--- src/rtl/alarm_setter.sv ---
// rtl/alarm_setter.sv - button-driven BCD mm:ss alarm time editor with one-cycle load strobe
// Purpose : lets the user step through min1/min0/sec1/sec0, increment each BCD digit with
//           wrap, and commit the edited time to the downstream alarm register stage.
// Option  : `ALARM_SET_TIMEOUT_EN adds an inactivity abort after TIMEOUT_TICKS ticks.
// Ports   : clk, rst_n (async active-low)
//           tick                       1 Hz enable pulse
//           set_press/inc_press/cancel_press  one-cycle button pulses
//           cur_min1..cur_sec0         currently stored alarm digits (edit start point)
//           load_value_min1..sec0      edit registers, driven continuously
//           load_value_enable          one-cycle commit strobe
//           editing, edit_digit, blink display-mux hints
`ifndef BCD_BIT_WIDTH
`define BCD_BIT_WIDTH 4
`endif

module alarm_setter #(
   parameter int TIMEOUT_TICKS = 10
) (
   input  logic                      clk,
   input  logic                      rst_n,
   input  logic                      tick,
   input  logic                      set_press,
   input  logic                      inc_press,
   input  logic                      cancel_press,
   input  logic [`BCD_BIT_WIDTH-1:0] cur_min1,
   input  logic [`BCD_BIT_WIDTH-1:0] cur_min0,
   input  logic [`BCD_BIT_WIDTH-1:0] cur_sec1,
   input  logic [`BCD_BIT_WIDTH-1:0] cur_sec0,
   output logic [`BCD_BIT_WIDTH-1:0] load_value_min1,
   output logic [`BCD_BIT_WIDTH-1:0] load_value_min0,
   output logic [`BCD_BIT_WIDTH-1:0] load_value_sec1,
   output logic [`BCD_BIT_WIDTH-1:0] load_value_sec0,
   output logic                      load_value_enable,
   output logic                      editing,
   output logic [3:0]                edit_digit,
   output logic                      blink
);

   typedef enum logic [2:0] {
      IDLE   = 3'd0,
      E_MIN1 = 3'd1,
      E_MIN0 = 3'd2,
      E_SEC1 = 3'd3,
      E_SEC0 = 3'd4,
      COMMIT = 3'd5
   } state_t;

   state_t                    r_state;
   state_t                    w_next;
   logic [`BCD_BIT_WIDTH-1:0] r_min1, r_min0, r_sec1, r_sec0;
   logic                      r_blink;
   logic                      w_editing;
   logic                      w_next_editing;
   logic                      w_inc_only;
   logic                      w_timeout;

   if (TIMEOUT_TICKS < 1) begin : g_bad_timeout
      $error("alarm_setter: TIMEOUT_TICKS must be >= 1");
   end

   // Digits above their maximum (illegal captured values) fall back to 0.
   function automatic logic [`BCD_BIT_WIDTH-1:0] inc_wrap(
      input logic [`BCD_BIT_WIDTH-1:0] d,
      input logic [`BCD_BIT_WIDTH-1:0] max_val
   );
      return (d >= max_val) ? '0 : d + 1'b1;
   endfunction

   assign w_editing      = (r_state == E_MIN1) || (r_state == E_MIN0) ||
                           (r_state == E_SEC1) || (r_state == E_SEC0);
   assign w_next_editing = (w_next == E_MIN1) || (w_next == E_MIN0) ||
                           (w_next == E_SEC1) || (w_next == E_SEC0);
   // inc only acts when neither cancel nor set claims the cycle.
   assign w_inc_only     = w_editing && inc_press && !set_press && !cancel_press;

`ifdef ALARM_SET_TIMEOUT_EN
   localparam int CW = $clog2(TIMEOUT_TICKS + 1);
   logic [CW-1:0] r_idle_cnt;
   logic [CW-1:0] w_cnt_inc;
   logic          w_press;

   assign w_press   = set_press | inc_press | cancel_press;
   assign w_cnt_inc = r_idle_cnt + 1'b1;
   // Any press in the same cycle wins over the expiring tick.
   assign w_timeout = w_editing && tick && !w_press && (w_cnt_inc == CW'(TIMEOUT_TICKS));

   // Held at zero outside edit states, so every session starts from a clean count.
   always_ff @(posedge clk or negedge rst_n) begin
      if (!rst_n) begin
         r_idle_cnt <= '0;
      end else if (!w_editing || w_press || w_timeout) begin
         r_idle_cnt <= '0;
      end else if (tick) begin
         r_idle_cnt <= w_cnt_inc;
      end
   end
`else
   assign w_timeout = 1'b0;
`endif

   always_ff @(posedge clk or negedge rst_n) begin
      if (!rst_n) begin
         r_state <= IDLE;
      end else begin
         r_state <= w_next;
      end
   end

   always_comb begin
      w_next = r_state;
      case (r_state)
         IDLE:    if (set_press) w_next = E_MIN1;
         E_MIN1:  if (cancel_press || w_timeout) w_next = IDLE;
                  else if (set_press)            w_next = E_MIN0;
         E_MIN0:  if (cancel_press || w_timeout) w_next = IDLE;
                  else if (set_press)            w_next = E_SEC1;
         E_SEC1:  if (cancel_press || w_timeout) w_next = IDLE;
                  else if (set_press)            w_next = E_SEC0;
         E_SEC0:  if (cancel_press || w_timeout) w_next = IDLE;
                  else if (set_press)            w_next = COMMIT;
         default: w_next = IDLE;
      endcase
   end

   always_ff @(posedge clk or negedge rst_n) begin
      if (!rst_n) begin
         r_min1 <= '0;
         r_min0 <= '0;
         r_sec1 <= '0;
         r_sec0 <= '0;
      end else if (r_state == IDLE && set_press) begin
         r_min1 <= cur_min1;
         r_min0 <= cur_min0;
         r_sec1 <= cur_sec1;
         r_sec0 <= cur_sec0;
      end else if (w_inc_only) begin
         case (r_state)
            E_MIN1:  r_min1 <= inc_wrap(r_min1, `BCD_BIT_WIDTH'(5));
            E_MIN0:  r_min0 <= inc_wrap(r_min0, `BCD_BIT_WIDTH'(9));
            E_SEC1:  r_sec1 <= inc_wrap(r_sec1, `BCD_BIT_WIDTH'(5));
            E_SEC0:  r_sec0 <= inc_wrap(r_sec0, `BCD_BIT_WIDTH'(9));
            default: ;
         endcase
      end
   end

   // Blink starts high on session entry and free-runs on tick; digit advance keeps phase.
   always_ff @(posedge clk or negedge rst_n) begin
      if (!rst_n) begin
         r_blink <= 1'b0;
      end else if (!w_next_editing) begin
         r_blink <= 1'b0;
      end else if (r_state == IDLE) begin
         r_blink <= 1'b1;
      end else if (tick) begin
         r_blink <= ~r_blink;
      end
   end

   assign load_value_min1   = r_min1;
   assign load_value_min0   = r_min0;
   assign load_value_sec1   = r_sec1;
   assign load_value_sec0   = r_sec0;
   assign load_value_enable = (r_state == COMMIT);
   assign editing           = w_editing;
   assign edit_digit        = {r_state == E_MIN1, r_state == E_MIN0,
                               r_state == E_SEC1, r_state == E_SEC0};
   assign blink             = r_blink;

endmodule
--- config.mk ---
export PLATFORM = sky130hd
export DESIGN_NAME = alarm_setter
export DESIGN_NICKNAME = d
export VERILOG_FILES = /design/src/rtl/alarm_setter.sv
export SDC_FILE = /design/constraint.sdc
export NUM_CORES = 1
export LEC_CHECK = 0
export ABC_AREA = 1
export CAP_MARGIN = 20
export CORE_MARGIN = 4
export CORE_UTILIZATION = 35
export DETAILED_ROUTE_END_ITERATION = 16
export DONT_BUFFER_PORTS = 1
export GPL_ROUTABILITY_DRIVEN = 0
export SLEW_MARGIN = 20
export SYNTH_ARGS = -nofsm -noshare
export SYNTH_HDL_FRONTEND = slang
export SYNTH_SLANG_ARGS = --single-unit
--- constraint.sdc ---
create_clock -name clk -period 1.7 [get_ports clk]
set_input_delay 0.34 -clock clk [delete_from_list [all_inputs] [get_ports clk]]
set_output_delay 0.34 -clock clk [all_outputs]
set_load 0.03 [all_outputs]
-- After elaboration in Yosys (flattened, before gate mapping)
Index checks and enable logic that the tools add are counted.
- add/sub/neg operators: 4
- magnitude comparators: 4
- equality and inequality tests: 10
- mux-type cells: 29
- bitwise gates (word level): 1
- reduce and logical (&&, ||, !) cells: 22
- operators with widths (kind ; number):
    $mux W4 ; 16
    $mux W3 ; 9
    $add A4 B1 Y4 const B ; 4
    $pmux W3 S5 ; 1
    $eq A3 B2 Y1 const B ; 4
    $reduce_bool A2 Y1 ; 5
    $eq A3 B3 Y1 const B ; 3
    $ge A4 B3 Y1 const B ; 2
    $ge A4 B4 Y1 const B ; 2
    $reduce_and A2 Y1 ; 4
    $eq A3 B1 Y1 const B ; 2
    $logic_or A1 B1 Y1 ; 6
    $logic_and A1 B1 Y1 ; 4
    $logic_not A3 Y1 ; 1
    $mux W1 ; 3
    $ne A3 B2 Y1 const B ; 1
    $logic_not A1 Y1 ; 2
    $not A1 Y1 ; 1
- bits in registers: 20
- input bits: 22
- output and inout port bits: 23
- word-level logic and storage cells: 76

-- Depth between registers and ports, before layout
Gate-level depths: netlist of run 1.
- depth in word-level cells: 9
- depth in mapped cells: 10
- mapped depth without buffers: 10

-- Worst setup path before layout of run 1
No wires, ideal clock.
- path kind: flip-flop to output port
- start: register r_state[0]
- end: output load_value_enable
- arrival: 1.151 ns
- required time: 1.360 ns
- path slack: 0.209 ns
- stages on the path, launching flop included: 3
- buffers on the path: 0
- cells stage by stage: dfrtp_1 inv_1 nor3_1
- cells in the longest elaborated chain, start to end: 1
- ends and longest elaborated chain (element ; RTL line ; source):
    start, declared ; 48 ; state_t r_state;
    start signal, assigned ; 105 ; r_state <= w_next;
    $eq A3 B3 Y1 ; 164 ; assign load_value_enable = (r_state == COMMIT);
    end, declared ; 33 ; output logic load_value_enable,
Every way passes these cells.

-- Final worst setup path of run 1
- start: register r_state[2]
- end: output edit_digit[3]
- cells in the longest elaborated chain, start to end: 1
- ends and longest elaborated chain (element ; RTL line ; source):
    $eq A3 B1 Y1 ; 166 ; assign edit_digit = {r_state == E_MIN1, r_state == E_MIN0,
    end, declared ; 35 ; output logic [3:0] edit_digit,
Every way passes these cells.

==> results.md, run 1 <==
- Drc violations: 0
- Origin of the critical flop-to-flop path: r_state[0]
- Initial antenna violation count: 0
- Slack of the worst reg-to-reg path: roughly 0.23 ns
- Sequential area share after synthesis: around a third
- Adder-cell area share of the yosys netlist: 10.5%
- Compound-gate portion of the synthesized area: 12.3%
- Slack of the critical path: 0.0629 ns
- Tcrit/Tclk final: 96.3%
- Highest clock frequency the design can meet: 611 MHz
- Util after Layout: 42.7%
- Category of the most critical setup path: reg2out
- H-tree depth: 1
- Mapped Cells: 194
- Warning count from the yosys run: 0
- TritonCTS clock tree: done
- Top Ports: 45
- Critical path data required time: 1.36 ns
- Overflow after GRT: 0
- Number of nets in the layout: 242
- Antenna diode count: 0
- Number of fillers in the final layout: 410
- Clk pin slew, worst setup/hold paths: 0.08 ns
- Cell depth of the worst flop-to-flop path: 7
- Total power: 0.00271 W
- Fraction of layout cells with a size suffix above 1: 15.5%
- Basic-gate share of the synthesized area counting and, or, nand and nor cells: 28.6%
- Worst Path Arrival: ~1.3 ns
- Post-detailed-placement half-perimeter wirelength: 2520 µm
- Post-placement setup slack: 0.253 ns
- Max-slew violation total from the final report: 0
- Cell Count Post-Placement: 250
- Sum Neg Setup Slack: 0 ns
- Power density cells: 1670 mW/mm²
- First-pass GRT wire length: 5550 µm
- Result of the run: completed
- Number of vias per cell: 4.85
- Count of state elements after synthesis: 20
- Mean routed wirelength per cell: around 13 µm
- Met2 track demand over resource in global routing: ~22%
- Global-route track usage on met1: ~18%
- Routed vias: about 1,200
- Hold violation count in the final report: 0
- Number of max-capacitance violations reported: 0
- Clock period minus final worst setup slack: 1.64 ns
- Critical path capture point type: primary output
- Routing usage on met3: under 10%
- Share of cell area taken by muxes after synthesis: 0%
- Type of the worst min-delay path: in2async
- Area delta synth->final: 13.2%
- Y dimension of the die: a little over 70 µm
- Cell chain of the critical path: inv_2, nand3_1, inv_1
- Largest net degree at the start of global routing: 21
- Number of global-route vias before repair: 1,195
- Placement row count: 22
- Clock sinks: 20
- Number of DRC violations after detailed-routing iteration 0: 39
- Maximum root-to-sink buffer count: 2
- Worst Max-Slew Pin Slew: 0.474 ns
- Lkg Pwr: 0.839 nW
- Setup violation total in the final timing report: 0
- Maximum single-stage delay on the critical path: approximately 0.42 ns
- Largest fanout of any net on the critical path: 7
- Die extent in x: ~70 µm
- Critical Path Start Type: register
- Remaining antenna violation count: 0
- Area of the die: 0.00518 mm²
- Number of nets in the synthesized netlist: 228
- Starting Density: 37.7%
- Max Clock Skew: around 0.0084 ns
- Post-synthesis instance area: 0.00143 mm²
- TritonCTS Buffers: 3
- Master of the slowest instance on the critical path: dfrtp_1
- Cell Count, Final, Fillers Out: 255
- Largest family of logic cells by synthesized area: simple AND/OR/NAND/NOR gates
- Mean instance size in the synthesized netlist: 7.38 µm²
- Number of distinct library cells after synthesis: 27
- Core area: 0.00380 mm²
- RSZ-0062 raised after global routing: true
- All-Layer GR Usage: a little over an eighth
- IR Drop Worst-Case VDD: roughly 0.55 mV
- Insertion delay to the later sink of the worst-skew pair: 0.26 ns
- Worst-case headroom to the max-slew limit: 68.4%
- Length of the first detailed-routing pass in iterations: 4
- Reg-to-reg endpoint: load_value_min0[3]
- Root buffer selected by CTS: clkbuf_8
- Number of buffers added on ports: 0
- Final wirelength: approximately 3200 µm
- Post-synthesis share of cell area spent on xor and xnor gates: 3.06%
- Number of buffers inserted by post-CTS setup repair: 0
- Most utilized layer in the global route result: met2
through the flow:
step	cell area, µm²	hold WS (ns)
after detailed placement	1550	0.0449
after floorplan	1430	0.0444
after CTS	1620	0.202
after global placement	1550	0.0448
final	1620	0.0245
after global routing	1620	0.0625
per-layer routing:
| metal | up-vias | wire (µm) | share of wire [%] |
|---|---|---|---|
| li1 | 644 | - | - |
| met1 | 560 | 1500 | 46 |
| met2 | 30 | 1520 | 47 |
| met3 | 2 | 178 | 5.5 |
| met4 | 0 | 36 | 1.1 |
| met5 | - | 0 | 0 |
worst max path at each step:
| stage | from | to | cells past startpoint |
|---|---|---|---|
| 2_1_floorplan | r_state[0] | load_value_enable | 2 |
| 6_report | r_state[2] | edit_digit[3] | 3 |
| 3_3_place_gp | r_state[1] | editing | 5 |
| 3_5_place_dp | r_state[1] | editing | 5 |
| 4_1_cts | r_state[0] | edit_digit[2] | 3 |
| 5_1_grt | r_state[2] | edit_digit[3] | 3 |
logic make-up after synthesis:
kind of cell / after synthesis
compound gates: 30
xor+xnor: 5
fa+ha+maj: 12
buf+inv: 36
flops: 20
simple gates: 91
flip-flops by register name (all words and copies together) (netlist names):
signal,flops
blink,1
load_value_min1,4
load_value_min0,4
load_value_sec0,4
load_value_sec1,4
r_state,3
cells in the mapped netlist:
cell | n | area share, %
nand2_1 | 46 | 12
inv_1 | 31 | 8.1
nand3_1 | 22 | 7.7
dfrtp_1 | 20 | 35
ha_1 | 12 | 10
nor2_1 | 12 | 3.1
o21ai_0 | 8 | 2.8
a21oi_1 | 6 | 2.1
o21ai_1 | 6 | 2.1
nor2_2 | 4 | 1.7
xor2_1 | 3 | 1.8
a211oi_1 | 2 | 1.0
a21oi_2 | 2 | 1.2
a31oi_1 | 2 | 0.87
buf_6 | 2 | 1.6
inv_2 | 2 | 0.52
nor2_4 | 2 | 1.6
o211ai_1 | 2 | 1.0
xnor2_1 | 2 | 1.2
and2_1 | 1 | 0.44
buf_2 | 1 | 0.35
nand2_2 | 1 | 0.44
nand3_2 | 1 | 0.70
nand4_1 | 1 | 0.44
nor3_1 | 1 | 0.35
o21ai_2 | 1 | 0.61
o31ai_1 | 1 | 0.52
critical path, delay by kind of cell, from the launching register on:
| kind | cells | cell delay (ns) |
|---|---|---|
| DFF | 1 | 0.42 |
| buffers and inverters | 2 | 0.42 |
| and+or+nand+nor | 1 | 0.21 |
what timing repair did:
item                                    4_1_cts  5_1_grt
gates resized for setup                       1        3
endpoints found under the setup margin        1        2
hold endpoints to repair                     20        0
cloned                                        0        0
hold buffers                                  1        0
power breakdown:
part	switching [W]	internal, W
logic	0.000851	0.000477
registers	0.000366	0.000656
clock network	0.000157	0.000206
cell usage in the layout (no fill, tap or decap), types with 3 or more instances in the layout:
| cell type | synthesis | layout |
|---|---|---|
| a21oi_1 | 6 | 6 |
| buf_4 | 0 | 11 |
| clkbuf_8 | 0 | 4 |
| dfrtp_1 | 20 | 19 |
| ha_1 | 12 | 12 |
| inv_1 | 31 | 30 |
| inv_2 | 2 | 3 |
| nand2_1 | 46 | 46 |
| nand3_1 | 22 | 21 |
| nor2_1 | 12 | 12 |
| nor2_2 | 4 | 4 |
| o21ai_0 | 8 | 8 |
| o21ai_1 | 6 | 6 |
| xor2_1 | 3 | 3 |
layout make-up:
| class | instances | area (µm²) | area share (%) |
|---|---|---|---|
| inverters | 33 | 124 | 7.64 |
| multi-input cells | 138 | 792 | 48.9 |
| well taps | 48 | 60.1 | 3.71 |
| clock buffers | 4 | 55.1 | 3.40 |
| repair buffers | 12 | 87.6 | 5.41 |
| flip-flops and latches | 20 | 502 | 31.0 |
Note: power is estimated with default switching activity, not from simulation.
==> inputs of run 2 (changes only) <==
--- a/config.mk
+++ b/config.mk
@@ -9,6 +9,7 @@
 export CAP_MARGIN = 20
 export CORE_MARGIN = 4
 export CORE_UTILIZATION = 35
+export CTS_BUF_LIST = sky130_fd_sc_hd__clkbuf_2
 export DETAILED_ROUTE_END_ITERATION = 16
 export DONT_BUFFER_PORTS = 1
 export GPL_ROUTABILITY_DRIVEN = 0
==> run 2 against run 1 <==
Sequential power about the same. First-iteration DRC count down 15%. Clock skew up 0.016 ns. Highest routed layer unchanged. Largest power group unchanged. Clock power down 44%. Via count up 1.8%. Critical path depth unchanged.
==> results.md, run 2 (synthesis gave the netlist of run 1 again) <==
- Drc violations: 0 (unchanged)
- Maximum single-stage delay on the critical path: 0.49 ns (+0.07 ns)
- Worst Max-Slew Pin Slew: 0.467 ns (-0.00671 ns)
- H-tree depth: 1 (unchanged)
- Origin of the critical flop-to-flop path: r_state[0]
- Area of the die: 0.00518 mm² (unchanged)
- First-pass GRT wire length: 5530 µm (-0.50%)
- Most used cells in the layout excluding fill and tap cells: 45 x nand2_1, 29 x inv_1, 18 x nand3_1, 18 x dfrtp_1
- Remaining antenna violation count: 0 (unchanged)
- Cell chain of the critical path: buf_4, nor3_1, buf_4
- Critical Path Start Type: register
- Number of buffers added on ports: 0 (unchanged)
- Post-detailed-placement half-perimeter wirelength: 2520 µm (unchanged)
- Highest clock frequency the design can meet: 594 MHz (-2.7%)
- Antenna diode count: 0 (unchanged)
- Max-slew violation total from the final report: 0 (unchanged)
- Top Ports: 45 (unchanged)
- Cell type with the highest occurrence count on the critical path: buf_4
- Largest fanout of any net on the critical path: 5 (-2)
- IR Drop Worst-Case VDD: 0.530 mV (-3.3%)
- Maximum root-to-sink buffer count: 2 (unchanged)
- Max Clock Skew: 0.0246 ns (+0.0162 ns)
- Setup violation total in the final timing report: 0 (unchanged)
- Number of max-capacitance violations reported: 0 (unchanged)
- Hold violation count in the final report: 0 (unchanged)
- All-Layer GR Usage: 13.4% (-0.17 points)
- Y dimension of the die: 72.0 µm (unchanged)
- Initial antenna violation count: 0 (unchanged)
- Tcrit/Tclk final: 99.0% (+2.7 points)
- Cell depth of the worst flop-to-flop path: 7 (unchanged)
- Number of fillers in the final layout: 415 (+1.2%)
- TritonCTS clock tree: done
- Die extent in x: 72.0 µm (unchanged)
- Number of global-route vias before repair: 1,201 (+0.50%)
- Master of the slowest instance on the critical path: dfrtp_2
- Number of nets in the layout: 244 (+0.83%)
- Worst-case headroom to the max-slew limit: 68.8% (+0.45 points)
- Mean routed wirelength per cell: 13.1 µm (+2.7%)
- Number of DRC violations after detailed-routing iteration 0: 33 (-15%)
- Result of the run: completed
- Power density cells: 1590 mW/mm² (-5.4%)
- Insertion delay to the later sink of the worst-skew pair: 0.33 ns (+0.07 ns)
- First element of the critical path: r_state[1]
- Commonest non-fill, non-tap cell in the layout: nand2_1
- Number of vias per cell: 4.89 (+0.99%)
- Fraction of layout cells with a size suffix above 1: 18.2% (+2.7 points)
- Reg-to-reg endpoint: load_value_min0[3]
- Critical path capture point type: primary output
- Endpoint of the worst setup timing path: load_value_enable
- Util after Layout: 42.7% (+0.066 points)
- Clock sinks: 20 (unchanged)
- Area delta synth->final: 13.4%
- Final wirelength: 3360 µm (+3.5%)
- Worst Path Arrival: 1.34 ns (+0.04 ns)
- Type of the worst min-delay path: in2reg
- Category of the most critical setup path: reg2out
- RSZ-0062 raised after global routing: true
- Cell Count Post-Placement: 250 (unchanged)
- Largest net degree at the start of global routing: 21 (unchanged)
- Slack of the worst reg-to-reg path: 0.27 ns (+0.04 ns)
- Clk pin slew, worst setup/hold paths: 0.21 ns (+0.13 ns)
- Length of the first detailed-routing pass in iterations: 4 (unchanged)
- Cell Count, Final, Fillers Out: 257 (+0.78%)
- Lkg Pwr: 0.835 nW (-0.50%)
- TritonCTS Buffers: 3 (unchanged)
- Clock period minus final worst setup slack: 1.68 ns (+0.0458 ns)
- Root buffer selected by CTS: clkbuf_2
- Core area: 0.00380 mm² (unchanged)
- Overflow after GRT: 0 (unchanged)
- Placement row count: 22 (unchanged)
- Critical path data required time: 1.36 ns (about the same)
- Routed vias: 1,258 (+1.8%)
- Starting Density: 37.7% (unchanged)
-- run 2: cell types whose count changed in the layout (fill, tap and decap cells not counted) --
cell           previous run  this run
buf_4                    11        12
clkbuf_2                  0         3
clkbuf_8                  4         0
clkinv_1                  0         1
dfrtp_1                  19        18
dfrtp_2                   1         2
dlygate4sd3_1             0         1
inv_1                    30        29
inv_4                     0         1
nand2_1                  46        45
nand2_2                   1         2
nand3_1                  21        18
nand3_2                   1         4
-- run 2: repair_timing --
item | 4_1_cts | 5_1_grt
endpoints found under the hold margin | 20 | 20
setup endpoints to repair | 2 | 5
gates cloned | 0 | 0
pin swaps | 0 | 0
buffers inserted | 0 | 1
gates resized for setup | 3 | 8
hold buffers | 1 | 1
-- run 2: worst max-delay path: cells and delay by family (launching register included) --
family	cells	cell delay [ns]
and+or+nand+nor	1	0.20
buffers and inverters	2	0.34
DFF	1	0.49
-- run 2: power breakdown --
group / leakage, nW / internal [W] / switching [W]
Sequential: 0.246 / 0.000655 / 0.000369
Clock: 0.0140 / 0.0000511 / 0.000152
Combinational: 0.575 / 0.000486 / 0.000859
Total: 0.835 / 0.00119 / 0.00138
-- run 2: worst min path at each step --
stage | cells past startpoint | slack, ns | endpoint | startpoint
finish | 2 | 0.12 | load_value_sec0[2] | cur_sec0[2]
global route | 2 | 0.10 | load_value_sec0[3] | cur_sec0[3]
CTS | 2 | 0.1 | load_value_sec0[2] | cur_sec0[2]
detailed placement | 0 | 0.04 | r_state[2] | rst_n
global placement | 0 | 0.04 | r_state[2] | rst_n
floorplan | 0 | 0.04 | blink | rst_n
-- run 2: metal layers --
layer | routed length (µm) | vias up | GRT usage (%)
li1 | - | 649 | -
met1 | 1530 | 574 | 17.6
met2 | 1610 | 33 | 21.9
met3 | 183 | 2 | 3.32
met4 | 37 | 0 | 3.76
met5 | 0 | - | 0
-- run 2: area by class of cell --
cell class                 instances  area [µm²]  area share [%]
multi-input combinational        138         810            49.9
timing repair buffer              14         105            6.48
inverter                          33         126            7.79
sequential                        20         503            31.0
clock buffer                       3        15.0           0.925
clock inverter                     1        3.75           0.231
tap                               48        60.1            3.70
-- run 2: metrics by stage --
stage               setup TNS [ns]  hold slack, ns  total power, W  area, µm²  setup slack (ns)
global route                -0.180           0.101         0.00284       1620            -0.103
global placement                 0          0.0448         0.00235       1550             0.284
floorplan                        0          0.0444         0.00200       1430             0.209
CTS                        -0.0230          0.0959         0.00259       1580           -0.0230
detailed placement               0          0.0449         0.00236       1550             0.253
finish                           0           0.121         0.00257       1620            0.0171
